## src/rtl/regfile_wb_scheduler.sv

```systemverilog
`default_nettype none
// ============================================================================
// Module   : regfile_wb_scheduler
// Purpose  : Round-robin write-back arbiter (ALU / LSU) for the 32x32 integer
//            register file, with a per-register busy scoreboard that stalls
//            issue on RAW and WAW hazards against pending writes.
// Revision : 1.0 - initial release
// ============================================================================
module regfile_wb_scheduler #(
  parameter int XLEN = 32,
  parameter int NREG = 32
) (
  input  logic            clk_i,
  input  logic            rst_i,
  // issue side
  input  logic            ISS_VALID_i,
  input  logic [4:0]      ISS_RD_i,
  input  logic [4:0]      ISS_RS1_i,
  input  logic [4:0]      ISS_RS2_i,
  output logic            STALL_o,
  // ALU write-back requester
  input  logic            ALU_VALID_i,
  input  logic [4:0]      ALU_RD_i,
  input  logic [XLEN-1:0] ALU_DATA_i,
  output logic            ALU_READY_o,
  // LSU write-back requester
  input  logic            LSU_VALID_i,
  input  logic [4:0]      LSU_RD_i,
  input  logic [XLEN-1:0] LSU_DATA_i,
  output logic            LSU_READY_o,
  // register-file write port
  output logic            WRT_ENA_o,
  output logic [4:0]      WRT_ADDR_o,
  output logic [XLEN-1:0] WRT_DATA_o,
  // status
  output logic [5:0]      PEND_CNT_o,
  output logic            ERR_o
);

  logic [NREG-1:0] busy_q, busy_d;
  logic            last_q;          // 0 = ALU granted last, 1 = LSU
  logic            wrt_ena_q;
  logic [4:0]      wrt_addr_q;
  logic [XLEN-1:0] wrt_data_q;
  logic [5:0]      pend_cnt_q, pend_cnt_d;
  logic            err_q;

  logic            grant_alu, grant_lsu, grant_any;
  logic [4:0]      grant_rd;
  logic [XLEN-1:0] grant_data;
  logic            iss_accept;

  // Hazard check against the scoreboard; busy_q[0] is always 0 so x0 never stalls.
  assign STALL_o    = ISS_VALID_i & (busy_q[ISS_RS1_i] | busy_q[ISS_RS2_i] | busy_q[ISS_RD_i]);
  assign iss_accept = ISS_VALID_i & ~STALL_o;

  // Round-robin: a lone requester wins; on a tie the one that did not win last.
  // Grants are suppressed while reset is held so no handshake is reported.
  assign grant_alu  = rst_i & ALU_VALID_i & (~LSU_VALID_i | last_q);
  assign grant_lsu  = rst_i & LSU_VALID_i & (~ALU_VALID_i | ~last_q);
  assign grant_any  = grant_alu | grant_lsu;
  assign grant_rd   = grant_alu ? ALU_RD_i   : LSU_RD_i;
  assign grant_data = grant_alu ? ALU_DATA_i : LSU_DATA_i;

  assign ALU_READY_o = grant_alu;
  assign LSU_READY_o = grant_lsu;

  // Next scoreboard: clear the register being written this cycle, then set the
  // newly issued destination so a coincident set overrides the clear.
  always_comb begin
    busy_d = busy_q;
    if (wrt_ena_q) begin
      busy_d[wrt_addr_q] = 1'b0;
    end
    if (iss_accept && (ISS_RD_i != 5'd0)) begin
      busy_d[ISS_RD_i] = 1'b1;
    end
    busy_d[0] = 1'b0;
  end

  // Population count of the next scoreboard, registered as the pending count.
  always_comb begin
    pend_cnt_d = '0;
    for (int i = 0; i < NREG; i++) begin
      pend_cnt_d = pend_cnt_d + 6'(busy_d[i]);
    end
  end

  // Scoreboard, arbitration pointer, write port and error flag state.
  always_ff @(posedge clk_i or negedge rst_i) begin
    if (!rst_i) begin
      busy_q     <= '0;
      last_q     <= 1'b1;
      wrt_ena_q  <= 1'b0;
      wrt_addr_q <= '0;
      wrt_data_q <= '0;
      pend_cnt_q <= '0;
      err_q      <= 1'b0;
    end else begin
      busy_q     <= busy_d;
      pend_cnt_q <= pend_cnt_d;
      if (grant_any) begin
        last_q     <= grant_lsu;
        wrt_ena_q  <= (grant_rd != 5'd0);
        wrt_addr_q <= grant_rd;
        wrt_data_q <= grant_data;
        // A write to a register nobody issued is a protocol error; it still lands.
        if ((grant_rd != 5'd0) && !busy_q[grant_rd]) begin
          err_q <= 1'b1;
        end
      end else begin
        wrt_ena_q <= 1'b0;
      end
    end
  end

  assign WRT_ENA_o  = wrt_ena_q;
  assign WRT_ADDR_o = wrt_addr_q;
  assign WRT_DATA_o = wrt_data_q;
  assign PEND_CNT_o = pend_cnt_q;
  assign ERR_o      = err_q;

endmodule
`default_nettype wire

```

## config.mk

```make
export PLATFORM = sky130hd
export DESIGN_NAME = regfile_wb_scheduler
export DESIGN_NICKNAME = d
export VERILOG_FILES = /design/src/rtl/regfile_wb_scheduler.sv
export SDC_FILE = /design/constraint.sdc
export NUM_CORES = 1
export LEC_CHECK = 0
export CORE_MARGIN = 2
export CORE_UTILIZATION = 35
export DETAILED_ROUTE_END_ITERATION = 6
export PLACE_DENSITY = 0.67
export SYNTH_ARGS = -nofsm -noshare
export SYNTH_HDL_FRONTEND = slang
export SYNTH_SLANG_ARGS = --single-unit
export TNS_END_PERCENT = 50
```

## constraint.sdc

```tcl
create_clock -name clk_i -period 9.1 [get_ports clk_i]
set_input_delay 1.365 -clock clk_i [delete_from_list [all_inputs] [get_ports clk_i]]
set_output_delay 1.365 -clock clk_i [all_outputs]
set_load 0.02 [all_outputs]
```

### After elaboration in Yosys (flattened, before gate mapping)

Cells that the tools add are included.

* $add $sub $neg: 30
* bitwise logic cells: 18
* reduce and logical (&&, ||, !) cells: 8
* multiplexer cells: 17
* $lt $le $gt $ge: 7

Operator list (number)
* 6-bit by 1-bit adder with 6-bit output: 25
* 32-bit 2-to-1 mux: 3
* 32-bit bitwise AND: 1
* 32-bit NOT: 1
* 32-bit OR: 1
* 5-bit by 6-bit less-than comparator with 1-bit output (second input constant): 5
* 1-bit binary-select mux with 5-bit select: 4
* 1-bit demux with 5-bit select: 2
* 5-bit by 1-bit greater-or-equal comparator with 1-bit output (second input constant): 2
* 5-bit nonzero test: 2
* 1-bit 2-to-1 mux: 7
* 5-bit by 1-bit adder with 6-bit output: 1
* 1-bit bitwise AND: 6
* 4-bit by 1-bit adder with 5-bit output: 1
* 5-bit 2-to-1 mux: 1
* 1-bit OR: 5
* 3-bit by 1-bit adder with 4-bit output: 1
* 1-bit logical AND: 4
* 1-bit NOT: 4
* 2-bit by 1-bit adder with 3-bit output: 1
* 1-bit by 1-bit adder with 2-bit output: 1
* 2-bit AND reduction: 1
* 1-bit zero test: 1

* bits of input ports: 94
* output and inout bits: 48
* flip-flop bits (word level): 77
* word-level logic and storage cells: 87

### Logic depth before layout (Yosys ltp)

Gate-level depths: netlist of run 1.

* depth in word-level cells: 39
* gate-level depth with buffers: 24
* depth with buffers taken out: 21

### Worst setup path before layout of run 1

Ideal clock, no wire load.

* path type: input-to-reg
* from: input port ISS_RS2_i[0]
* to: register pend_cnt_q[4] (netlist: PEND_CNT_o[4])
* path slack: 1.027 ns
* data arrival time: 7.993 ns
* stages on the path: 22
* data required time: 9.020 ns
* library setup time: 0.080 ns
* buffers on the path: 2
* cells stage by stage: buf_6 mux4_1 mux4_2 mux2_4 nor4_4 nor3b_4 buf_6 a31oi_1 fa_1 inv_1 fa_1 fa_1 fa_1 inv_1 fa_1 fa_1 fa_1 inv_1 fa_1 a21o_1 a21oi_1 xnor2_1

* cells in the longest elaborated chain, start to end: 39

Ends and longest elaborated chain
* start, declared: RTL line 19 `input logic [4:0] ISS_RS2_i,`
* 1-bit binary-select mux with 5-bit select (*): RTL line 54 `assign STALL_o = ISS_VALID_i & (busy_q[ISS_RS1_i] | busy_q[ISS_RS2_i] | busy_q[ISS_RD_i]);`
* 1-bit 2-to-1 mux (implied by the code) (*): RTL line 54
* 1-bit OR (*) (2 in series): RTL line 54
* 1-bit bitwise AND (*): RTL line 54
* 1-bit NOT (*): RTL line 55 `assign iss_accept = ISS_VALID_i & ~STALL_o;`
* 1-bit bitwise AND (*): RTL line 55
* 1-bit logical AND (*): RTL line 75 `if (iss_accept && (ISS_RD_i != 5'd0)) begin`
* 32-bit 2-to-1 mux (*): RTL line 75
* 1-bit by 1-bit adder with 2-bit output: RTL line 85 `pend_cnt_d = pend_cnt_d + 6'(busy_d[i]);`
* 2-bit by 1-bit adder with 3-bit output: RTL line 85
* 3-bit by 1-bit adder with 4-bit output: RTL line 85
* 4-bit by 1-bit adder with 5-bit output: RTL line 85
* 5-bit by 1-bit adder with 6-bit output: RTL line 85
* 6-bit by 1-bit adder with 6-bit output (24 in series): RTL line 85
* 6-bit by 1-bit adder with 6-bit output (*): RTL line 85
* net pend_cnt_d[4]: RTL line 45 `logic [5:0] pend_cnt_q, pend_cnt_d;`
* end signal, assigned: RTL line 101 `pend_cnt_q <= pend_cnt_d;`
* end, declared: RTL line 45

The timed path passes the listed nets; every way through them passes the cells marked *. The select of a mux whose other input is x is not followed.
A chain may end at the register's enable or synchronous reset.

### Worst setup path after layout of run 1

Same ends and word-level chain as after synthesis.

==> qor.yml, run 1 <==
status: "finished clean"
crit_cells: 21
ys_ff_latch: 77
path_cells: "clkdlybuf4s50_1, mux4_1, mux4_2, mux2_4, nor4_4, nor3b_4, a31oi_1, fa_1, inv_1, fa_1, fa_1, fa_1, inv_1, fa_1, fa_1, fa_1, inv_1, fa_1, a21o_1, a21oi_1, xnor2_1"
cp.required_ps: 9370
cts_sinks: 77
cts_tree: "yes"
path_buf_inv: 4
timing.critical_path.mode_cell: "fa_1"
via_count: 5267
endpoint_kind: "register"
num-nets-final: 817
synth.top_cell.area_share_pct: 34.7
max_slew_margin_pct: 15.6
post_cts_buffers: 0
area_delta_synth_final_pct: 34.1
die_h_um: 129
combPwrFrac_pct: 71.1
syn-num-nets: 694
dominantRegCellSynth: "dfrtp_1"
n_antenna_cell: 0
yosysUniqueCellTypes: 59
slowest_delay_ps: 700
finalCritPeriodShare_pct: 94.9
die_w_um: 129
worst_pin_slew_ps: 1260
period_needed_ps: 8640
clk_pin_slew_ps: 70
yosysWarningCount: 0
critPathArrivalTime_ps: 8910
final_cell_mix: "clkdlybuf4s50_1 (140), dfrtp_1 (76), nor2_1 (74)"
leakage_nw: 3.01
start_kind: "input pin"
grt_max_degree: 76
ys_seq_area_share_pct: 35.2
p_seq_share_pct: 18.2
ios: 142
crit_type: "in2reg"
hold_class: "reg2reg"
drive_gt1_share_pct: 7.74
finalSetupViolCount: 0
via_per_inst: 5.79
numPortBuffers: 141
drc: 0
total_power_mw: 3.27
rsz0062_at_grt: "no"
insertion_delay_ps: 350
tns_ps: 0
reg2reg_depth: 20
switching_share_pct: 45.6
p_clk_share_pct: 10.7
ant_nets: 0
place_congestion: 1.02
maxCapViolCount: 0
grt_pass1_vias: 5405
ir_drop_v: 0.000642
wl_mm: 19.0
overflow: 0
grt_util_all_layers_pct: 23.6
rrSetupSlack_ps: 1730
cts_resized: 0
r2r-start: "busy_q[29]$_DFF_PN0_"
ctsLongestPathBuffers: 2
async_flop_share_pct: 100
final_common_cell: "clkdlybuf4s50_1"
critPathTopFamily: "adder cells"
clockRootBuffer: "clkbuf_16"
drv_slew: 0
antenna_found_initial: 0
dr.pass1.iters: 5
cp_max_fo: 10
dp_hpwl_mm: 14.3
core-area_um2: 15300
postCtsHoldBufs: 0
regToRegEndpoint: "PEND_CNT_o[4]$_DFF_PN0_"
p_switching_mw: 1.49
syn-cell-area_um2: 5480
row_count: 45
worst_path_max_delay_cell: "clkdlybuf4s50_1"
start_util_pct: 35.9
grt_pass1_wl_mm: 29.9
synth_cells: 570
clock_skew_ps: 12.7
synth_edf_count: 0
synth_area_leaders: "dfrtp_1 (35%), fa_1 (8.4%), nor2_1 (5.1%), mux2i_1 (4.6%), o22ai_1 (4.0%)"
first_iter_violations: 455
crit_end: "PEND_CNT_o[4]$_DFF_PN0_"
crit_start: "ISS_RS2_i[0]"
fmax_mhz: 116
cts_buffers: 9
synth_top_area_cell: "dfrtp_1"
finalHoldViolCount: 0
wl_per_cell_um: 20.9
p_int_mw: 1.78
die_area_um2: 16700
avgSynthCellArea_um2: 9.61
power.density_nw_per_um2: 445
h-tree-depth: 3
[power groups by stage]
| stage | combinational, mW | sequential, mW | clock, mW |
|---|---|---|---|
| floorplan | 1.82 | 0.582 | 0 |
| global placement | 2.32 | 0.590 | 0 |
| detailed placement | 2.39 | 0.593 | 0 |
| CTS | 2.41 | 0.587 | 0.353 |
| global route | 2.78 | 0.597 | 0.369 |
| finish | 2.32 | 0.594 | 0.350 |
[kinds of logic (layout without fill, tap and decap cells)]
family	after synthesis	in the layout	share of synthesized area [%]
flip-flops	77	77	35.2
buffers and inverters	79	207	5.85
multiplexers	42	42	11.3
AO/OA/AOI/OAI	174	174	22.1
XOR/XNOR	3	3	0.480
adder cells (fa/ha/maj)	30	30	10.0
AND/OR/NAND/NOR	165	165	15.1
[worst reg2reg max path, cell delays in order (launching register included)]
cell,delay (ps)
dfrtp_1,500
mux4_1,560
mux4_2,480
mux2_4,290
nor4_4,380
nor3b_4,490
a31oi_1,190
fa_1,560
inv_1,60
fa_1,500
fa_1,520
fa_1,560
inv_1,60
fa_1,500
fa_1,550
fa_1,180
inv_1,60
fa_1,390
a21o_1,190
a21oi_1,160
xnor2_1,130
[metal layers]
layer / part of all wire (%) / GRT usage (%) / vias up / routed length (um)
li1: - / - / 2368 / -
met1: 42 / 31.2 / 2624 / 7950
met2: 49 / 38.7 / 228 / 9370
met3: 6.1 / 3.47 / 47 / 1160
met4: 2.8 / 10.1 / 0 / 541
met5: 0 / 0 / - / 0
[stage by stage]
step	setup WS [ps]	utilization, %	std cells	hold WS [ps]	cell area [um^2]
6_report	464	48.1	909	472	7350
3_3_place_gp	264	46.3	893	455	7060
3_5_place_dp	156	46.3	893	464	7060
4_1_cts	481	48.1	909	479	7350
2_1_floorplan	1030	-	570	515	5480
5_1_grt	43.3	48.1	909	515	7350
[layout make-up]
cell class	count	area, um^2
clock buffer	9	225
clock inverter	7	57.6
timing repair buffer	153	1500
sequential	77	1930
fill	1469	7910
multi-input combinational	414	3230
tap	211	264
inverter	38	143
[worst min path at each step]
stage | startpoint | end | slack [ps] | cells after the start
after floorplan | last_q$_DFFE_PN1P_ | last_q$_DFFE_PN1P_ | 520 | 2
after CTS | ERR_o$_DFFE_PN0P_ | ERR_o$_DFFE_PN0P_ | 480 | 1
after detailed placement | ERR_o$_DFFE_PN0P_ | ERR_o$_DFFE_PN0P_ | 460 | 1
after global placement | ERR_o$_DFFE_PN0P_ | ERR_o$_DFFE_PN0P_ | 460 | 1
final | ERR_o$_DFFE_PN0P_ | ERR_o$_DFFE_PN0P_ | 470 | 1
after global routing | ERR_o$_DFFE_PN0P_ | ERR_o$_DFFE_PN0P_ | 510 | 1
[Yosys cell counts, types with 7 or more instances]
| cell type | instances |
|---|---|
| nand2_1 | 27 |
| fa_1 | 23 |
| ha_1 | 7 |
| o22ai_1 | 35 |
| clkbuf_1 | 34 |
| a31oi_1 | 12 |
| nor2_1 | 74 |
| o31a_1 | 10 |
| nand3b_1 | 7 |
| o21ai_0 | 34 |
| mux2i_1 | 25 |
| a31o_1 | 8 |
| inv_1 | 37 |
| mux4_1 | 7 |
| and3_1 | 9 |
| dfrtp_1 | 76 |
| nand3_1 | 11 |
| o31ai_1 | 19 |
| o21a_1 | 8 |
[registers in the layout (all words and copies together) (netlist names)]
| register | count |
|---|---|
| last_q | 1 |
| WRT_ADDR_o | 5 |
| WRT_ENA_o | 1 |
| busy_q | 31 |
| PEND_CNT_o | 6 |
| ERR_o | 1 |
| WRT_DATA_o | 32 |
(Power assumes the default switching activity.)
==> inputs of run 2 (changes only) <==
--- a/config.mk
+++ b/config.mk
@@ -5,6 +5,7 @@
 export SDC_FILE = /design/constraint.sdc
 export NUM_CORES = 1
 export LEC_CHECK = 0
+export CAP_MARGIN = 20
 export CORE_MARGIN = 2
 export CORE_UTILIZATION = 35
 export DETAILED_ROUTE_END_ITERATION = 6
==> run 2 against run 1 <==
  * Critical path depth rose by 1
  * Worst setup slack got worse by 24 ps
  * Count of clock-buffer cells in the layout rose by 1
  * Power rose by 1.7%
  * Die area stayed put
  * Non-clock buffer count grew 2
  * Via count up 0.61%
  * Hold slack worse by 8.0 ps
  * Flip-flop and latch count is the same
  * Sequential power about the same
  * Critical endpoint unchanged
==> qor.yml, run 2 (synthesis gave the netlist of run 1 again) <==
status: "finished clean"
grt_max_degree: 76
start_kind: "input pin"
wl_per_cell_um: 21.0
core-area_um2: 15300
die_h_um: 129
cp_max_fo: 10
max_slew_margin_pct: 37.4
ios: 142
insertion_delay_ps: 350
worst_path_max_delay_cell: "clkdlybuf4s50_1"
crit_start: "ISS_RS2_i[0]"
power.density_nw_per_um2: 447
wl_mm: 19.1
final_cell_mix: "clkdlybuf4s50_1 (140), dfrtp_1 (76), nor2_1 (74)"
h-tree-depth: 3
num-nets-final: 819
numPortBuffers: 141
endpoint_kind: "register"
critPathArrivalTime_ps: 8930
n_fill_cell: 1402
leakage_nw: 3.05
rsz0062_at_grt: "no"
place_congestion: 1.02
regToRegEndpoint: "PEND_CNT_o[4]$_DFF_PN0_"
largest_register_ffs: 32
grt_pass1_wl_mm: 30.0
cts_buffers: 9
dr.pass1.iters: 5
timing.critical_path.mode_cell: "fa_1"
final_common_cell: "clkdlybuf4s50_1"
crit_end: "PEND_CNT_o[4]$_DFF_PN0_"
grt_util_all_layers_pct: 23.7
maxCapViolCount: 0
die_area_um2: 16700
path_cells: "clkdlybuf4s50_1, mux4_1, mux4_2, mux2_4, nor4_4, nor3b_4, buf_4, a31oi_1, fa_1, fa_1, fa_1, inv_1, fa_1, inv_1, fa_1, fa_1, fa_1, inv_1, fa_1, a21o_1, a21oi_1, xnor2_1"
cts_sinks: 77
via_per_inst: 5.82
worst_pin_slew_ps: 929
overflow: 0
tns_ps: 0
crit_type: "in2reg"
area_delta_synth_final_pct: 35.8
slowest_delay_ps: 700
post_cts_buffers: 0
ant_nets: 0
die_w_um: 129
fmax_mhz: 115
cts_tree: "yes"
via_count: 5299
start_util_pct: 35.9
clock_skew_ps: 10.5
postPlaceCellArea_um2: 7090
drive_gt1_share_pct: 7.86
grt_pass1_vias: 5432
first_iter_violations: 423
ctsLongestPathBuffers: 2
row_count: 45
finalSetupViolCount: 0
rrSetupSlack_ps: 1710
finalCritPeriodShare_pct: 95.2
n_antenna_cell: 0
fin_area_um2: 7440
reg2reg_depth: 21
dp_hpwl_mm: 14.3
r2r-start: "busy_q[29]$_DFF_PN0_"
ir_drop_v: 0.000876
period_needed_ps: 8660
drv_slew: 0
cts_resized: 0
hold_class: "reg2reg"
antenna_found_initial: 0
clk_pin_slew_ps: 70
drc: 0
postCtsHoldBufs: 0
finalHoldViolCount: 0
clockRootBuffer: "clkbuf_16"
cp.required_ps: 9370
-- run 2: changes by cell type in the layout (fill, tap and decap cells not counted), sizes merged --
cell      previous run  this run
inv                 40        39
clkinv               3         2
clkbuf               9        10
bufinv               0         2
buf                 13        15
clkinvlp             2         1
-- run 2: critical path, delay by kind of cell --
| family | cells | cell delay [ps] |
|---|---|---|
| fa+ha+maj | 8 | 3630 |
| simple gates | 2 | 890 |
| xor+xnor | 1 | 140 |
| compound gates | 3 | 470 |
| buf+inv | 5 | 1090 |
| mux | 3 | 1380 |
-- run 2: cell type report --
cell class	count	area (um^2)	area share (%)
multi-input combinational	414	3230	43.4
clock inverter	6	93.8	1.26
clock buffer	10	229	3.08
inverter	38	143	1.92
tap	211	264	3.55
sequential	77	1930	25.9
timing repair buffer	155	1550	20.9
-- run 2: report_power, final --
group | switching [mW] | total [mW] | internal [mW]
clock network | 0.158 | 0.401 | 0.243
registers | 0.115 | 0.593 | 0.478
logic | 1.22 | 2.33 | 1.11
-- run 2: per-layer routing --
layer / track usage [%] / part of all wire, % / vias up
met5: 0 / 0 / -
met4: 12.2 / 4.3 / 0
met3: 3.63 / 5.9 / 62
met2: 38.0 / 48 / 232
met1: 31.2 / 42 / 2640
li1: - / - / 2365
-- run 2: stage by stage --
stage / hold WS, ps / instances / util (%) / power (mW) / worst slack [ps]
after floorplan: 515 / 570 / - / 2.40 / 1030
after global placement: 455 / 893 / 46.3 / 2.91 / 264
after detailed placement: 458 / 894 / 46.5 / 2.99 / 130
after CTS: 473 / 910 / 48.6 / 3.39 / 464
after global routing: 512 / 911 / 48.8 / 3.78 / 34.5
final: 464 / 911 / 48.8 / 3.32 / 440
-- run 2: worst min path at each step --
stage | startpoint | end | depth (start not counted)
2_1_floorplan | last_q$_DFFE_PN1P_ | last_q$_DFFE_PN1P_ | 2
3_3_place_gp | ERR_o$_DFFE_PN0P_ | ERR_o$_DFFE_PN0P_ | 1
3_5_place_dp | ERR_o$_DFFE_PN0P_ | ERR_o$_DFFE_PN0P_ | 1
4_1_cts | ERR_o$_DFFE_PN0P_ | ERR_o$_DFFE_PN0P_ | 1
5_1_grt | ERR_o$_DFFE_PN0P_ | ERR_o$_DFFE_PN0P_ | 1
6_report | ERR_o$_DFFE_PN0P_ | ERR_o$_DFFE_PN0P_ | 1
